==> src/rtl/sw_pkg.sv <==
// Shared definitions for the Smith-Waterman array sequencer: default widths,
// FSM state encoding and the 2-bit DNA alphabet.
package sw_pkg;

   localparam int CHAR_W_DEF  = 2;
   localparam int SCORE_W_DEF = 16;
   localparam int LEN_W_DEF   = 16;

   typedef logic [2:0] state_t;

   localparam logic [2:0] ST_IDLE   = 3'd0;
   localparam logic [2:0] ST_CLEAR  = 3'd1;
   localparam logic [2:0] ST_LOAD   = 3'd2;
   localparam logic [2:0] ST_STREAM = 3'd3;
   localparam logic [2:0] ST_DRAIN  = 3'd4;
   localparam logic [2:0] ST_RESULT = 3'd5;

   localparam logic [1:0] CH_A = 2'd0;
   localparam logic [1:0] CH_C = 2'd1;
   localparam logic [1:0] CH_G = 2'd2;
   localparam logic [1:0] CH_T = 2'd3;

endpackage

==> src/rtl/sw_array_ctrl_if.sv <==
// Host job/stream channels and cell-array control bundle for sw_array_ctrl.
// Every channel is valid/ready: a transfer happens on a rising edge where both are high.
interface sw_array_ctrl_if #(
   parameter int NUM_CELLS = 8,
   parameter int CHAR_W    = 2,
   parameter int SCORE_W   = 16,
   parameter int LEN_W     = 16
);
   logic                 start_valid;
   logic                 start_ready;
   logic [LEN_W-1:0]     start_ref_len;
   logic                 q_valid;
   logic                 q_ready;
   logic [CHAR_W-1:0]    q_char;
   logic                 ref_valid;
   logic                 ref_ready;
   logic [CHAR_W-1:0]    ref_char;
   logic                 arr_clear;
   logic [NUM_CELLS-1:0] cell_q_we;
   logic [CHAR_W-1:0]    cell_q_char;
   logic                 arr_in_valid;
   logic [CHAR_W-1:0]    arr_in_char;
   logic                 arr_score_valid;
   logic [SCORE_W-1:0]   arr_score;
   logic                 res_valid;
   logic                 res_ready;
   logic [SCORE_W-1:0]   res_score;
   logic [LEN_W-1:0]     res_pos;

   modport slave (
      input  start_valid, start_ref_len, q_valid, q_char, ref_valid, ref_char,
             arr_score_valid, arr_score, res_ready,
      output start_ready, q_ready, ref_ready, arr_clear, cell_q_we, cell_q_char,
             arr_in_valid, arr_in_char, res_valid, res_score, res_pos
   );

   modport master (
      output start_valid, start_ref_len, q_valid, q_char, ref_valid, ref_char,
             arr_score_valid, arr_score, res_ready,
      input  start_ready, q_ready, ref_ready, arr_clear, cell_q_we, cell_q_char,
             arr_in_valid, arr_in_char, res_valid, res_score, res_pos
   );

endinterface

==> src/rtl/sw_max_tracker.sv <==
// Running maximum of the array's score samples and the sample index where it
// first occurred; ties keep the earlier position.
module sw_max_tracker #(
   parameter int SCORE_W = 16,
   parameter int LEN_W   = 16
) (
   input  logic               clock,
   input  logic               reset,
   input  logic               clear,
   input  logic               enable,
   input  logic               sample_valid,
   input  logic [SCORE_W-1:0] sample_score,
   output logic [SCORE_W-1:0] best_score,
   output logic [LEN_W-1:0]   best_pos
);

   logic [LEN_W-1:0] sample_cnt;

   always_ff @(posedge clock) begin
      if (reset || clear) begin
         best_score <= '0;
         best_pos   <= '0;
         sample_cnt <= '0;
      end else if (enable && sample_valid) begin
         if (sample_score > best_score) begin
            best_score <= sample_score;
            best_pos   <= sample_cnt;
         end
         // Saturate so a very long reference cannot wrap the position.
         if (sample_cnt != {LEN_W{1'b1}}) sample_cnt <= sample_cnt + 1'b1;
      end
   end

endmodule

==> src/rtl/sw_array_ctrl.sv <==
// Job sequencer for the linear Smith-Waterman cell array:
// clear -> load query -> stream reference -> drain -> report best score.
module sw_array_ctrl
   import sw_pkg::*;
#(
   parameter int NUM_CELLS = 8,
   parameter int CHAR_W    = CHAR_W_DEF,
   parameter int SCORE_W   = SCORE_W_DEF,
   parameter int LEN_W     = LEN_W_DEF
) (
   input  logic           clock,
   input  logic           reset,
   sw_array_ctrl_if.slave bus,
   output logic           busy,
   output state_t         state
);

   localparam int IDX_W = (NUM_CELLS > 1) ? $clog2(NUM_CELLS) : 1;
   localparam logic [IDX_W-1:0]     LAST_IDX = IDX_W'(NUM_CELLS - 1);
   localparam logic [NUM_CELLS-1:0] ONE_HOT0 = NUM_CELLS'(1);

   state_t             state_r;
   logic [LEN_W-1:0]   ref_len_r;
   logic [LEN_W-1:0]   ref_cnt;
   logic [IDX_W-1:0]   q_idx;
   logic [IDX_W-1:0]   drain_cnt;
   logic               start_fire;
   logic               q_fire;
   logic               ref_fire;
   logic               res_fire;
   logic               track_en;
   logic [SCORE_W-1:0] best_score;
   logic [LEN_W-1:0]   best_pos;

   // Readies and strobes are masked by reset so nothing handshakes mid-reset.
   assign bus.start_ready  = !reset && (state_r == ST_IDLE);
   assign bus.q_ready      = !reset && (state_r == ST_LOAD);
   assign bus.ref_ready    = !reset && (state_r == ST_STREAM);
   assign bus.res_valid    = !reset && (state_r == ST_RESULT);
   assign bus.arr_clear    = !reset && (state_r == ST_CLEAR);

   assign start_fire = bus.start_valid && bus.start_ready;
   assign q_fire     = bus.q_valid && bus.q_ready;
   assign ref_fire   = bus.ref_valid && bus.ref_ready;
   assign res_fire   = bus.res_valid && bus.res_ready;
   assign track_en   = (state_r == ST_STREAM) || (state_r == ST_DRAIN);

   assign bus.cell_q_we    = q_fire ? (ONE_HOT0 << q_idx) : '0;
   assign bus.cell_q_char  = q_fire ? bus.q_char : '0;
   assign bus.arr_in_valid = ref_fire;
   assign bus.arr_in_char  = ref_fire ? bus.ref_char : '0;
   assign bus.res_score    = bus.res_valid ? best_score : '0;
   assign bus.res_pos      = bus.res_valid ? best_pos : '0;

   assign busy  = (state_r != ST_IDLE);
   assign state = state_r;

   always_ff @(posedge clock) begin
      if (reset) begin
         state_r   <= ST_IDLE;
         ref_len_r <= '0;
         ref_cnt   <= '0;
         q_idx     <= '0;
         drain_cnt <= '0;
      end else begin
         case (state_r)
            ST_IDLE: begin
               if (start_fire) begin
                  ref_len_r <= bus.start_ref_len;
                  state_r   <= ST_CLEAR;
               end
            end
            ST_CLEAR: begin
               ref_cnt   <= '0;
               q_idx     <= '0;
               drain_cnt <= '0;
               state_r   <= ST_LOAD;
            end
            ST_LOAD: begin
               if (q_fire) begin
                  q_idx <= q_idx + 1'b1;
                  if (q_idx == LAST_IDX)
                     state_r <= (ref_len_r == '0) ? ST_DRAIN : ST_STREAM;
               end
            end
            ST_STREAM: begin
               if (ref_fire) begin
                  ref_cnt <= ref_cnt + 1'b1;
                  if (ref_cnt == ref_len_r - 1'b1) state_r <= ST_DRAIN;
               end
            end
            ST_DRAIN: begin
               // One cycle per cell lets the last reference char reach the end.
               drain_cnt <= drain_cnt + 1'b1;
               if (drain_cnt == LAST_IDX) state_r <= ST_RESULT;
            end
            ST_RESULT: begin
               if (res_fire) state_r <= ST_IDLE;
            end
            default: state_r <= ST_IDLE;
         endcase
      end
   end

   sw_max_tracker #(
      .SCORE_W (SCORE_W),
      .LEN_W   (LEN_W)
   ) u_tracker (
      .clock        (clock),
      .reset        (reset),
      .clear        (state_r == ST_CLEAR),
      .enable       (track_en),
      .sample_valid (bus.arr_score_valid),
      .sample_score (bus.arr_score),
      .best_score   (best_score),
      .best_pos     (best_pos)
   );

endmodule

==> src/flat_wrapper.sv <==
// flat-port wrapper written by rule: the top's interface ports become plain ports
module sw_array_ctrl_flat import sw_pkg::*;
#(
   parameter int NUM_CELLS = 8,
   parameter int CHAR_W    = CHAR_W_DEF,
   parameter int SCORE_W   = SCORE_W_DEF,
   parameter int LEN_W     = LEN_W_DEF
)
  (clock, reset, busy, state, bus_start_valid, bus_start_ref_len, bus_q_valid, bus_q_char, bus_ref_valid, bus_ref_char, bus_arr_score_valid, bus_arr_score, bus_res_ready, bus_start_ready, bus_q_ready, bus_ref_ready, bus_arr_clear, bus_cell_q_we, bus_cell_q_char, bus_arr_in_valid, bus_arr_in_char, bus_res_valid, bus_res_score, bus_res_pos);
  sw_array_ctrl_if #(.NUM_CELLS(NUM_CELLS), .CHAR_W(CHAR_W), .SCORE_W(SCORE_W), .LEN_W(LEN_W)) bus_i ();
  input  logic clock;
  input  logic reset;
  output logic busy;
  output state_t state;
  input wire logic [$bits(bus_i.start_valid)-1:0] bus_start_valid;
  input wire logic [$bits(bus_i.start_ref_len)-1:0] bus_start_ref_len;
  input wire logic [$bits(bus_i.q_valid)-1:0] bus_q_valid;
  input wire logic [$bits(bus_i.q_char)-1:0] bus_q_char;
  input wire logic [$bits(bus_i.ref_valid)-1:0] bus_ref_valid;
  input wire logic [$bits(bus_i.ref_char)-1:0] bus_ref_char;
  input wire logic [$bits(bus_i.arr_score_valid)-1:0] bus_arr_score_valid;
  input wire logic [$bits(bus_i.arr_score)-1:0] bus_arr_score;
  input wire logic [$bits(bus_i.res_ready)-1:0] bus_res_ready;
  output wire logic [$bits(bus_i.start_ready)-1:0] bus_start_ready;
  output wire logic [$bits(bus_i.q_ready)-1:0] bus_q_ready;
  output wire logic [$bits(bus_i.ref_ready)-1:0] bus_ref_ready;
  output wire logic [$bits(bus_i.arr_clear)-1:0] bus_arr_clear;
  output wire logic [$bits(bus_i.cell_q_we)-1:0] bus_cell_q_we;
  output wire logic [$bits(bus_i.cell_q_char)-1:0] bus_cell_q_char;
  output wire logic [$bits(bus_i.arr_in_valid)-1:0] bus_arr_in_valid;
  output wire logic [$bits(bus_i.arr_in_char)-1:0] bus_arr_in_char;
  output wire logic [$bits(bus_i.res_valid)-1:0] bus_res_valid;
  output wire logic [$bits(bus_i.res_score)-1:0] bus_res_score;
  output wire logic [$bits(bus_i.res_pos)-1:0] bus_res_pos;
  assign bus_i.start_valid = bus_start_valid;
  assign bus_i.start_ref_len = bus_start_ref_len;
  assign bus_i.q_valid = bus_q_valid;
  assign bus_i.q_char = bus_q_char;
  assign bus_i.ref_valid = bus_ref_valid;
  assign bus_i.ref_char = bus_ref_char;
  assign bus_i.arr_score_valid = bus_arr_score_valid;
  assign bus_i.arr_score = bus_arr_score;
  assign bus_i.res_ready = bus_res_ready;
  assign bus_start_ready = bus_i.start_ready;
  assign bus_q_ready = bus_i.q_ready;
  assign bus_ref_ready = bus_i.ref_ready;
  assign bus_arr_clear = bus_i.arr_clear;
  assign bus_cell_q_we = bus_i.cell_q_we;
  assign bus_cell_q_char = bus_i.cell_q_char;
  assign bus_arr_in_valid = bus_i.arr_in_valid;
  assign bus_arr_in_char = bus_i.arr_in_char;
  assign bus_res_valid = bus_i.res_valid;
  assign bus_res_score = bus_i.res_score;
  assign bus_res_pos = bus_i.res_pos;
  sw_array_ctrl #(.NUM_CELLS(NUM_CELLS), .CHAR_W(CHAR_W), .SCORE_W(SCORE_W), .LEN_W(LEN_W)) u_core (.clock(clock), .reset(reset), .bus(bus_i), .busy(busy), .state(state));
endmodule
==> config.mk <==
export PLATFORM = sky130hd
export DESIGN_NAME = sw_array_ctrl_flat
export DESIGN_NICKNAME = d
export VERILOG_FILES = /design/src/rtl/sw_pkg.sv /design/src/rtl/sw_array_ctrl_if.sv /design/src/rtl/sw_max_tracker.sv /design/src/rtl/sw_array_ctrl.sv /design/src/flat_wrapper.sv
export SDC_FILE = /design/constraint.sdc
export NUM_CORES = 1
export LEC_CHECK = 0
export CORE_UTILIZATION = 45
export CTS_CLUSTER_SIZE = 28
export DETAILED_ROUTE_END_ITERATION = 7
export GPL_TIMING_DRIVEN = 0
export HOLD_SLACK_MARGIN = 0.05
export PLACE_DENSITY = 0.8
export SLEW_MARGIN = 20
export SYNTH_ARGS = -nofsm -noshare
export SYNTH_HDL_FRONTEND = slang
export SYNTH_HIERARCHICAL = 1
export SYNTH_SLANG_ARGS = --single-unit
==> constraint.sdc <==
create_clock -name clock -period 4.5 [get_ports clock]
set_input_delay 1.35 -clock clock [delete_from_list [all_inputs] [get_ports clock]]
set_output_delay 1.35 -clock clock [all_outputs]
set_load 0.01 [all_outputs]
==> impl_metrics.toml <==
[setup_path]
critical_path_class = "primary input to output pin"
cp_max_fo = 10
r2r_end = "u_core/u_tracker/sample_cnt[3]"
cp.depth = 7
reg2reg_depth = 9
critPathSlowestCell = "clkdlybuf4s50_1"
worst_path_largest_cell_delay_ns = 0.53
cp-end-kind = "output pin"
cp-start-kind = "primary input"
cp_cell_sequence = "clkbuf_2 -> buf_8 -> nor4_4 -> buf_4 -> clkbuf_8 -> and2_1 -> clkdlybuf4s50_1"
cp_data_required_time_ns = 3.15
critPathBufInv = 5
worstReg2RegStart = "u_core/state[0]"
path_delay_family = "buffers and inverters"
crit_path_start = "reset"
timing.reg2reg.setup_slack_ns = 1.38
cp-endpoint = "bus_res_score[14]"
arrival_ns = 2.94

[logic_synthesis]
ys_types = 69
ys.flop_type = "dfxtp_1"
synth_area_leaders = "dfxtp_1 30%, ha_1 5.9%, nand2_1 5.8%"
synth_top_area_share_pct = 30.2
async_flop_share_pct = 0
synth_top_area_cell = "dfxtp_1"
yosysWarningCount = 6
synth_seq_cells = 89
ys_top_cells_by_count = "91 x nand2_1, 89 x dfxtp_1, 83 x nor2_1"
yosysSeqAreaShare_pct = 30.2
synth-edff-count = 0
synth.avg_cell_area_sq_um = 7.64
syn-num-nets = 842
synth_cells = 771
synth.most_common_cell = "nand2_1"
synth_area_sq_um = 5890

[routing]
first_pass_iters = 5
detail-route-antenna-nets = 0
vias_per_cell = 5.74
drt_first_iter_violations = 587
wirelength_mm = 16.2
wl_per_cell_um = 15.3
num_vias = 6077
drt_drc_violations_left = 0

[global_routing]
grt_use_met3_pct = 4.88
antenna_found_initial = 0
grt_most_used_layer = "met2"
grt_pass1_vias = 5612
grt_pass1_wl_mm = 26.9
grt_overflow_total = 0
grtUsageMet1_pct = 32.1
grt_max_degree = 15
grt_usage_pct = 25.1
grtUsageMet2_pct = 41.9

[clock_network]
cts_buffers = 9
cts.sinks = 89
htreeDepth = 3
cts_tree = "built"
root_buffer = "clkbuf_16"
hold_buffers = 0
clk_latency_ns = 0.35
clockBufferDepth = 2
path_clk_slew_ns = 0.06

[die]
rows = 41
initial_core_util_pct = 46.5
core-area_sq_um = 12700
die-area_sq_um = 13600
dieWidth_um = 116
boundaryPins = 97
die_h_um = 116

[cells_and_area]
antenna_cells = 0
drive_gt1_share_pct = 7.10
syn_to_final_growth_pct = 27.2
post-route-util_pct = 59.1
fin_nets = 953
fillers = 1167

[run_status]
status = "complete, no violations"

[placement]
io_buffer_count = 96
hpwl_mm = 12.0
gp_congestion = 0.883

[pwr]
power_leakage_nw = 3.06
power_density_nw_per_um2 = 358
finalPower_mw = 2.68
peakVddDrop_mv = 0.216

[sta]
setup_tns_ns = 0
fin_worst_skew_ns = 0.00766
fin_crit_sh_pct = 95.3
fmax_mhz = 233
relSlewSlack_pct = 60.1
rsz0062_at_grt = "no"
setup_viol = 0
timing.hold.ws_ns = 0.485
final_max_slew_viol_count = 0
hold_viol_final = 0
worst_pin_slew_ns = 0.599
fin_crit_ns = 4.29

[hold_path]
hold_path_class = "register to register"

[job]
maxCapViolations = 0
==> worst min-delay path by stage <==
stage                         startpoint                    to  slack [ns]  cells after the start
finish              u_core/ref_len_r[13]  u_core/ref_len_r[13]        0.48                      2
global route        u_core/ref_len_r[11]  u_core/ref_len_r[11]        0.53                      2
CTS                 u_core/ref_len_r[13]  u_core/ref_len_r[13]        0.49                      2
detailed placement  u_core/ref_len_r[13]  u_core/ref_len_r[13]        0.48                      2
global placement    u_core/ref_len_r[13]  u_core/ref_len_r[13]        0.47                      2
floorplan           u_core/ref_len_r[13]  u_core/ref_len_r[13]        0.44                      2
==> cells in the final DEF (no fill, tap or decap), types with 3 or more instances in the layout <==
master	instances
dlygate4sd2_1	8
nand2_1	91
xor2_1	20
nand4_1	34
inv_1	30
xnor2_1	26
dlymetal6s2s_1	13
nor2b_1	3
clkdlybuf4s50_1	74
dfxtp_1	89
a22oi_1	3
a41oi_1	33
buf_1	5
mux2i_1	3
or3_1	6
clkbuf_1	37
a211oi_1	4
and2_1	39
nor4_1	10
nand2b_1	5
nor2_1	83
or2_2	4
and4_1	5
o31ai_1	3
ha_1	28
buf_2	8
a211oi_2	3
buf_4	7
o41ai_1	4
a21oi_1	51
nor3_1	5
nand3_1	29
o21ai_1	31
and3_1	15
o21ai_0	3
a21o_1	3
clkbuf_16	9
==> registers in the layout, indices dropped and copies added, names as in the netlist <==
name	flops
u_core/drain_cnt	3
u_core/q_idx	3
u_core/ref_cnt	16
u_core/ref_len_r	16
u_core/state	3
u_core/u_tracker/best_pos	16
u_core/u_tracker/best_score	16
u_core/u_tracker/sample_cnt	16
==> metal layers <==
layer	vias to the layer above	part of all wire (%)	routed length, um
met1	2824	44	7220
met2	241	47	7640
li1	2981	-	-
met3	31	6.4	1050
met4	0	2.0	329
met5	-	0	0
==> worst reg2reg max path, delay by kind of cell, from the launching register on <==
| kind | cells | cell delay (ns) |
|---|---|---|
| and+or+nand+nor | 3 | 0.62 |
| DFF | 1 | 0.42 |
| buffers and inverters | 6 | 1.96 |
==> metrics by stage <==
stage	worst slack [ns]	cells	cell area (sq um)
2_1_floorplan	0.497	771	5890
3_3_place_gp	-1.22	1039	7070
3_5_place_dp	-0.852	1039	7070
4_1_cts	0.000828	1058	7460
5_1_grt	0.121	1059	7490
6_report	0.212	1059	7490
==> logic make-up after synthesis <==
family                     share of synthesized area [%]
and+or+nand+nor                                     31.1
buffers and inverters                               5.97
muxes                                              0.510
adders and majority gates                           5.95
DFF                                                 30.2
xor gates and xnor gates                            6.84
AOI/OAI and AO/OA                                   19.4
==> power breakdown <==
part	total, mW	switching [mW]	internal [mW]
Sequential	0.916	0.0690	0.847
Combinational	0.946	0.577	0.370
Clock	0.820	0.319	0.501
Total	2.68	0.964	1.72
==> timing repair <==
item,4_1_cts,5_1_grt
setup endpoints to repair,48,28
gates cloned,0,0
resized for setup,23,16
buffers inserted,3,1
pin swaps,1,1
==> area by class of cell <==
type	count	area, sq um	area share (%)
plain buffers	57	265	3.54
clock buffers	11	243	3.24
clock inverters	5	78.8	1.05
inverters	31	116	1.55
multi-input cells	594	3780	50.5
flip-flops and latches	89	1780	23.8
well taps	172	215	2.87
repair buffers	100	1010	13.5
Power figures use the tool's default switching activity.
